<file path="src/rtl/painterengine_gpu_write_stager.sv">
// painterengine_gpu_write_stager: job-length staging FIFO with show-ahead head word feeding one GPU DMA writer channel.
// Optional misuse detection (ERROR state, sticky o_wire_error) is built when PAINTERENGINE_GPU_STAGER_ERRCHECK_EN is defined.
module painterengine_gpu_write_stager #(
  parameter int PARAM_DEPTH_LOG2 = 4,
  parameter int PARAM_DATA_WIDTH = 32
) (
  input  logic                        i_wire_clock,
  input  logic                        i_wire_reset,
  input  logic                        i_wire_start,
  input  logic [31:0]                 i_wire_length,
  input  logic [PARAM_DATA_WIDTH-1:0] i_wire_in_data,
  input  logic                        i_wire_in_valid,
  output logic                        o_wire_in_ready,
  output logic [PARAM_DATA_WIDTH-1:0] o_wire_data,
  output logic                        o_wire_data_valid,
  input  logic                        i_wire_data_next,
  output logic                        o_wire_busy,
  output logic                        o_wire_done,
  output logic                        o_wire_error
);
  localparam int DEPTH = 1 << PARAM_DEPTH_LOG2;
  typedef enum logic [2:0] {S_IDLE, S_FILL, S_DRAIN, S_DONE, S_ERROR} state_t;
  state_t state_q, state_d;
  logic [PARAM_DEPTH_LOG2-1:0] rd_q, rd_d, wr_q, wr_d;
  logic [PARAM_DEPTH_LOG2:0] count_q, count_d;
  logic [31:0] in_rem_q, in_rem_d, out_rem_q, out_rem_d;
  logic [PARAM_DATA_WIDTH-1:0] mem_q [DEPTH];
  logic busy, push, pop, launch;
  // count MSB is set only at exactly DEPTH words, so it doubles as the full flag
  always_comb begin
    busy = state_q == S_FILL || state_q == S_DRAIN;
    o_wire_in_ready = state_q == S_FILL && !count_q[PARAM_DEPTH_LOG2] && in_rem_q != 0;
    o_wire_data_valid = busy && count_q != 0;
    o_wire_data = o_wire_data_valid ? mem_q[rd_q] : '0;
    o_wire_busy = busy;
    o_wire_done = state_q == S_DONE;
`ifdef PAINTERENGINE_GPU_STAGER_ERRCHECK_EN
    o_wire_error = state_q == S_ERROR;
`else
    o_wire_error = 1'b0;
`endif
    push = i_wire_in_valid && o_wire_in_ready;
    pop = i_wire_data_next && o_wire_data_valid;
    launch = i_wire_start && (state_q == S_IDLE || state_q == S_DONE);
    wr_d = push ? wr_q + 1'b1 : wr_q;
    rd_d = pop ? rd_q + 1'b1 : rd_q;
    count_d = (push && !pop) ? count_q + 1'b1 : (pop && !push) ? count_q - 1'b1 : count_q;
    in_rem_d = launch ? i_wire_length : in_rem_q - {31'b0, push};
    out_rem_d = launch ? i_wire_length : out_rem_q - {31'b0, pop};
    state_d = state_q;
    if (launch)
      state_d = i_wire_length == 0 ? S_DONE : S_FILL;
    else if (busy)
      state_d = out_rem_d == 0 ? S_DONE : in_rem_d == 0 ? S_DRAIN : S_FILL;
`ifdef PAINTERENGINE_GPU_STAGER_ERRCHECK_EN
    if (busy && (i_wire_start || (i_wire_data_next && !o_wire_data_valid)))
      state_d = S_ERROR;
`endif
  end
  always_ff @(posedge i_wire_clock or posedge i_wire_reset) begin
    if (i_wire_reset) begin
      state_q <= S_IDLE;
      rd_q <= '0;
      wr_q <= '0;
      count_q <= '0;
      in_rem_q <= '0;
      out_rem_q <= '0;
    end else begin
      state_q <= state_d;
      rd_q <= rd_d;
      wr_q <= wr_d;
      count_q <= count_d;
      in_rem_q <= in_rem_d;
      out_rem_q <= out_rem_d;
    end
  end
  // storage needs no reset: the head is masked to zero whenever it is not valid
  always_ff @(posedge i_wire_clock) begin
    if (push) mem_q[wr_q] <= i_wire_in_data;
  end
endmodule
</file>
<file path="config.mk">
export PLATFORM = sky130hd
export DESIGN_NAME = painterengine_gpu_write_stager
export DESIGN_NICKNAME = d
export VERILOG_FILES = /design/src/rtl/painterengine_gpu_write_stager.sv
export SDC_FILE = /design/constraint.sdc
export NUM_CORES = 1
export LEC_CHECK = 0
export ABC_AREA = 1
export BUFFER_PORTS_ARGS = -buffer_cell sky130_fd_sc_hd__buf_4
export CAP_MARGIN = 5
export CORE_MARGIN = 4
export CORE_UTILIZATION = 55
export DETAILED_ROUTE_END_ITERATION = 8
export PLACE_DENSITY = 0.75
export SLEW_MARGIN = 20
export SYNTH_ARGS = -nofsm -noshare
export SYNTH_HDL_FRONTEND = slang
export SYNTH_SLANG_ARGS = --single-unit
</file>
<file path="constraint.sdc">
create_clock -name i_wire_clock -period 8.68 [get_ports i_wire_clock]
set_input_delay 2.604 -clock i_wire_clock [delete_from_list [all_inputs] [get_ports i_wire_clock]]
set_output_delay 2.604 -clock i_wire_clock [all_outputs]
set_load 0.02 [all_outputs]
</file>
* Yosys cells after proc, flatten, opt, wreduce, memory -nomap -nowiden
Memory sizes are Yosys's and may differ from the RTL's.
Index checks and enable logic that the tools add are counted.
** Storage, ports and cells
- Register bits :: 80
- Bits in writable memories :: 512
- Bits of input ports :: 69
- Output and inout port bits :: 37
- Word-level logic and storage cells :: 49
- Memories :: 1
** Operators by class
- Add/sub/neg operators :: 6
- Eq/ne operators :: 3
- Mux-type cells :: 12
- Reduce and logical (&&, ||, !) cells :: 21
** Memories
- mem_q :: words 16, width 32, read ports 1, clocked after Yosys merged registers in 0, wr ports 1, line 27 : logic [PARAM_DATA_WIDTH-1:0] mem_q [DEPTH];
** Operator list (count)
- $logic_not 32->1 :: 3
- $mux 32 :: 3
- $sub 32x1->32 :: 2
- $reduce_bool 32->1 :: 1
- $mux 5 :: 2
- $add 4x1->4 const B :: 2
- $logic_and 1x1->1 :: 8
- $eq 3x2->1 const B :: 2
- $mux 2 :: 3
- $mux 3 :: 2
- $add 5x1->5 const B :: 1
- $reduce_bool 5->1 :: 1
- $sub 5x1->5 const B :: 1
- $reduce_bool 2->1 :: 2
- $eq 3x1->1 const B :: 1
- $logic_not 1->1 :: 3
- $logic_not 3->1 :: 1
- $logic_or 1x1->1 :: 2
- $mux 1 :: 2

* Logic depth before layout (Yosys ltp)
Gate-level depths: netlist of the first run.
- Word-level depth :: 11
- Depth in mapped cells :: 25
- Gate-level depth less buffers :: 25

* Least setup slack after synthesis of the first run
No wires, ideal clock.
- Path type :: input-to-reg
- Start :: input i_wire_in_valid
- End :: memory mem_q[11][0] (enable)
- Library setup time :: 0.421 ns
- Arrival :: 4.343 ns
- Data required time :: 8.259 ns
- Slack :: 3.916 ns
- Stages on the path :: 4
- Buffers on the path :: 0
- Cells stage by stage :: nand2_1 -> clkinv_1 -> nand2_1 -> nor2_1
** On the way
- Cells in the longest elaborated chain, start to end :: 3
** Ends and longest elaborated chain
- start: declaration :: line 12 : input logic i_wire_in_valid,
- $logic_and 1x1->1 :: line 42 : push = i_wire_in_valid && o_wire_in_ready;
- net push :: line 28 : logic busy, push, pop, launch;
- $mux 1 :: line 79 : if (push) mem_q[wr_q] <= i_wire_in_data;
- $mux 1 (implied by the code) :: line 79
- end: declaration :: line 27
The timed path passes the listed nets, and every way through them passes these cells.

* Worst setup path in the final report of the first run
- Start :: register rd_q[0]
- End :: output o_wire_data[2]
** On the way
- Cells in the longest elaborated chain, start to end :: 2
** Ends and longest elaborated chain
- start: declaration :: line 24 : logic [PARAM_DEPTH_LOG2-1:0] rd_q, rd_d, wr_q, wr_d;
- start signal: assignment :: line 70 : rd_q <= rd_d;
- $mem_v2 16x32
- $mux 32 :: line 34 : o_wire_data = o_wire_data_valid ? mem_q[rd_q] : '0;
- end: declaration :: line 14 : output logic [PARAM_DATA_WIDTH-1:0] o_wire_data,
Every way passes these cells.

==> flow_summary.toml, run 1 <==
[clock_tree]
cts_made_buffers = 59
cts_max_level = 2
cts_tree = "built"
cts_resized = 0
cts_sinks = 591
ctsHoldBuffers = 0
post-cts-setup-buffer-count = 0
cts_root_buf = "clkbuf_16"
clk_pin_slew_ns = 0.06
clock_latency_ns = 0.65
clk_path_buf_depth = 3

[sta]
finalCritPeriodShare_pct = 77.1
setup_viol = 0
rsz0062_at_grt = "false"
worst_pin_slew_ns = 1.12
finalSetupTns_ns = 0
slew_viol_final = 0
hold_viol_final = 0
clock_skew_ns = 0.0510
layout_min_cycle_time_ns = 6.69
fmax_mhz = 149
slew_headroom_pct = 25.3

[worst_setup_path]
worstSetupStartpointType = "register"
cp_top_family = "flip-flops"
ff2ff_setup_slack_ns = 4.44
crit_buf_inv = 2
critPathSlowestCell = "dfrtp_4"
crit_chain = "buf_4 > o21ai_0 > o22ai_1 > nand2_1 > a221oi_1 > buf_4"
cp-end-kind = "output pin"
crit_required_ns = 6.08
slowest_delay_ns = 1.16
crit_path_frequent_cell = "buf_4"
critPathKind = "reg2out"
cp_max_fo = 105
arrival_ns = 4.09

[die]
core_um2 = 45300
die_area_um2 = 49200
die_width_um = 222
dieHeight_um = 222
ioPinCount = 106
initial_core_util_pct = 55.5
rows = 78

[synth]
syn_inst = 2252
ys_warn_count = 0
synth-seq-cells = 591
synthTopCellsByArea = "edfxtp_1, dfrtp_1, nor2_1"
syn_nets = 2337
yosysMostFrequentCell = "edfxtp_1"
synth-async-reset-ratio_pct = 13.4
yosysTopAreaCellShare_pct = 61.2
synth_area_um2 = 25100
synth.avg_cell_area_um2 = 11.2
synth_edf_count = 512
yosysUniqueCellTypes = 41
ys_seq_area_share_pct = 69.0
ys_top_cells_by_count = "edfxtp_1, nor2_1, nand2_1"
yosys.area.top_type = "edfxtp_1"
synth_flop_cell = "edfxtp_1"

[placed_design]
place.port_buffers = 104
dp.final_hpwl_um = 36100
gp_congestion = 0.891

[global_routing]
antenna_found_initial = 1
grt_pass1_wl_um = 97300
overflow = 0
grt_max_degree = 163
grt_pass1_vias = 17100
grtUsageTotal_pct = 25.2

[pwr]
leakage_nw = 10.3
ir_worst_vdd_mv = 0.246
power_density_nw_per_um2 = 325

[run]
cap_violations = 0

[routing]
postRouteAntennaNets = 0
drtIter0Drc = 2011
vias_per_cell = 5.98
dr.pass1.iters = 6
wire_per_inst_um = 21.6
drcViolationCount = 0
vias = 17800
wirelength_um = 64100

[final_layout]
fin_util_pct = 63.0
multi_input_area_um2 = 7010
fill_cells = 3470
ff_latch_area_um2 = 17400
nets = 2410
area_growth_pct = 13.5
drive_above_1_share_pct = 12.1

[status]
status = "complete, no violations"

[worst_hold_path]
hold_path_class = "reg2reg"
-- cells by family (layout without fill, tap and decap cells) --
group,count (synthesis),count (layout),share of synthesized area (%)
AND/OR/NAND/NOR,849,849,13.6
adder cells (fa/ha/maj),16,16,0.826
buffers and inverters,225,344,3.55
other,1,2,0.0149
XOR/XNOR,19,19,0.662
AO/OA/AOI/OAI,550,550,12.2
multiplexers,1,1,0.0398
flip-flops,591,591,69.0
-- metrics by stage --
stage               cell area, um2  setup slack [ns]  cells  total power, mW  hold WS (ns)
floorplan                    25100              3.92   2252             5.60         0.469
global placement             26500              2.75   2864             6.58         0.496
detailed placement           26500              2.66   2864             6.66         0.504
CTS                          28500              1.96   2971             9.25         0.518
global route                 28500              1.83   2972             9.72         0.553
finish                       28500              1.99   2972             9.26         0.520
-- worst min-delay path, cell delays in order, from the launching register on --
cell and delay, ns:
dfrtp_1 0.37, nand2_1 0.06, nand2_1 0.06
-- sequential cells by signal (all words and copies together), names as in the netlist --
| name | cells |
|---|---|
| rd_q | 4 |
| out_rem_q | 32 |
| count_q | 5 |
| mem_q | 512 |
| in_rem_q | 32 |
| wr_q | 4 |
| state_q | 2 |
-- layout make-up --
| cell class | count | area share (%) |
|---|---|---|
| diodes | 1 | 0.00877 |
| clock inverters | 41 | 1.67 |
| flip-flops and latches | 591 | 60.9 |
| multi-input cells | 1436 | 24.6 |
| clock buffers | 66 | 5.27 |
| well taps | 600 | 2.63 |
| repair buffers | 133 | 3.56 |
| inverters | 104 | 1.40 |
-- where the power goes --
group	internal, mW	switching [mW]	total (mW)
Clock	1.49	1.10	2.59
Sequential	3.35	0.235	3.58
Combinational	0.999	2.09	3.09
-- per-layer routing --
layer	vias to the layer above	share of wire, %	track usage [%]
met5	-	0	0
met3	130	8.9	3.95
met2	902	48	41.6
met1	8621	40	35.2
met4	0	2.7	7.72
li1	8117	-	-
-- layout by cell type, fill, tap and decap left out, types with 2 or more instances in the layout --
master / netlist / routed
a21oi_1: 78 / 78
a221oi_1: 32 / 32
a31oi_1: 2 / 2
and2_1: 2 / 2
buf_4: 1 / 131
bufinv_16: 0 / 8
clkbuf_1: 87 / 7
clkbuf_16: 0 / 59
clkinv_1: 1 / 9
clkinv_16: 0 / 2
clkinv_2: 0 / 19
clkinv_4: 0 / 2
clkinvlp_4: 0 / 2
dfrtp_1: 79 / 75
dfrtp_2: 0 / 2
dfrtp_4: 0 / 2
edfxtp_1: 512 / 512
ha_1: 15 / 15
inv_1: 101 / 97
inv_2: 2 / 3
nand2_1: 326 / 326
nand2_2: 11 / 11
nand3_1: 47 / 47
nand3_2: 2 / 2
nand3b_1: 8 / 8
nand4_1: 7 / 7
nor2_1: 423 / 407
nor2_2: 13 / 13
nor2_4: 5 / 21
o21ai_0: 286 / 286
o21ai_1: 10 / 10
o21bai_1: 8 / 8
o22ai_1: 130 / 130
or2_2: 2 / 2
xnor2_1: 4 / 4
xor2_1: 15 / 15
-- worst paths after layout --
kind / start / endpoint / cells after the start
setup / recovery: rd_q[0] / o_wire_data[2] / 6
max in group asynchronous: i_wire_reset / rd_q[1] / 3
min in group asynchronous: i_wire_reset / count_q[0] / 3
hold reg to reg: count_q[2] / count_q[2] / 2
hold / removal: count_q[2] / count_q[2] / 2
setup reg to reg: count_q[0] / state_q[0] / 23
Note: power is estimated with default switching activity, not from simulation.
==> run 2: changes to the inputs <==
Clock period 8.68 ns to 6.75 ns, I/O delays scaled along.
==> flow_summary.toml, run 2 (same netlist as run 1, synthesis figures left out) <==
[pwr]
switchingPower_mw = 4.38
power_density_nw_per_um2 = 418
p_seq_share_pct = 38.0
power_frac_clock_pct = 27.6
p_int_mw = 7.56
comb_power_share_pct = 34.4
ir_worst_vdd_mv = 0.370
swShare_pct = 36.7
leakage_nw = 10.3

[global_routing]
antenna_found_initial = 0
grt_pass1_vias = 17200
grt_pass1_wl_um = 99500
grtUsageTotal_pct = 25.7
overflow = 0
grt_max_degree = 259

[sta]
layout_min_cycle_time_ns = 5.79
finalCritPeriodShare_pct = 85.7
setup_viol = 0
rsz0062_at_grt = "false"
worst_slack_ns = 0.965
fmax_mhz = 173
worst_pin_slew_ns = 0.988
hold-worst-slack_ns = 0.516
slew_viol_final = 0
finalSetupTns_ns = 0
slew_headroom_pct = 34.1
hold_viol_final = 0
clock_skew_ns = 0.0302

[die]
dieHeight_um = 222
rows = 78
die_area_um2 = 49200
ioPinCount = 106
initial_core_util_pct = 55.5
core_um2 = 45300
die_width_um = 222

[clock_tree]
cts_tree = "built"
clock_latency_ns = 0.63
cts_root_buf = "clkbuf_16"
cts_max_level = 2
clk_path_buf_depth = 3
post-cts-setup-buffer-count = 0
cts_resized = 0
ctsHoldBuffers = 0
clk_pin_slew_ns = 0.06
cts_made_buffers = 57
cts_sinks = 591

[worst_setup_path]
critPathKind = "reg2out"
crit_chain = "buf_4 > o21ai_0 > o22ai_1 > nand2_1 > a221oi_1 > buf_4"
cp-end-kind = "output pin"
crit_required_ns = 4.72
worstSetupStartpoint = "rd_q[1]"
cp_max_fo = 66
crit_path_frequent_cell = "buf_4"
slowest_delay_ns = 0.94
worstSetupStartpointType = "register"
arrival_ns = 3.76
r2r-start = "count_q[0]"
critPathSlowestCell = "dfrtp_4"

[final_layout]
top_register = "mem_q"
top_regs = "mem_q x512, in_rem_q x32, out_rem_q x32"
fin_util_pct = 63.1
layout_commonest_cell = "edfxtp_1"
fill_cells = 3453
drive_above_1_share_pct = 11.8
diodes = 0
area_growth_pct = 13.7
final_cell_mix = "edfxtp_1, nor2_1, nand2_1"
largest_reg_flops = 512
nets = 2411

[worst_hold_path]
hp-start = "count_q[2]"
hold_path_class = "reg2reg"

[routing]
wire_per_inst_um = 21.9
postRouteAntennaNets = 0
vias = 17800
drcViolationCount = 0
drtIter0Drc = 2386
wirelength_um = 65200
dr.pass1.iters = 6
vias_per_cell = 5.99

[placed_design]
place.port_buffers = 104
pre_cts_slack_ns = 1.64
gp_congestion = 0.883
dp.final_hpwl_um = 36600

[run]
cap_violations = 0

[status]
status = "complete, no violations"
## run 2: cell count changes in the layout (fill, tap and decap cells not counted), moves of 2 or more
| cell | before | now |
|---|---|---|
| clkbuf_1 | 7 | 17 |
| clkinv_2 | 19 | 11 |
| buf_12 | 1 | 3 |
| buf_16 | 0 | 2 |
| clkbuf_8 | 0 | 2 |
| clkinv_16 | 2 | 0 |
## run 2: cell type report
| cell class | instances | area [um2] | area share, % |
|---|---|---|---|
| inverters | 104 | 399 | 1.40 |
| multi-input cells | 1436 | 7010 | 24.6 |
| well taps | 600 | 751 | 2.63 |
| clock buffers | 78 | 1570 | 5.49 |
| clock inverters | 29 | 372 | 1.30 |
| repair buffers | 136 | 1100 | 3.85 |
| flip-flops and latches | 591 | 17400 | 60.8 |
## run 2: layer usage
layer | routed length [um] | vias to the layer above | GRT usage (%)
met3 | 6040 | 152 | 4.81
met1 | 26200 | 8652 | 36.1
met5 | 0 | - | 0
met4 | 2180 | 0 | 8.60
met2 | 30800 | 875 | 41.1
li1 | - | 8137 | -
## run 2: power groups by stage
stage | sequential, mW | clock, mW | combinational [mW]
4_1_cts | 4.53 | 3.33 | 4.06
6_report | 4.53 | 3.30 | 4.11
2_1_floorplan | 4.50 | 0 | 2.70
5_1_grt | 4.56 | 3.49 | 4.46
3_3_place_gp | 4.59 | 0 | 3.92
3_5_place_dp | 4.60 | 0 | 4.03
## run 2: final timing paths
check	to	depth (start not counted)	slack [ns]
max in group asynchronous	rd_q[1]	3	4.17
min	count_q[2]	2	0.52
max reg2reg	state_q[1]	22	2.58
max	o_wire_data[30]	6	0.96
min in group asynchronous	in_rem_q[6]	2	1.52
min reg2reg	count_q[2]	2	0.52
## run 2: metrics by stage
stage / cells / power, mW / area, um2
4_1_cts: 2973 / 11.9 / 28500
2_1_floorplan: 2252 / 7.20 / 25100
3_5_place_dp: 2866 / 8.63 / 26600
6_report: 2974 / 11.9 / 28600
5_1_grt: 2974 / 12.5 / 28600
3_3_place_gp: 2865 / 8.51 / 26600
## run 2: critical path: cells and delay by family, from the launching register on
kind            cells  cell delay [ns]
simple gates        1             0.08
buf+inv             2             0.99
compound gates      3             1.08
flops               1             0.94
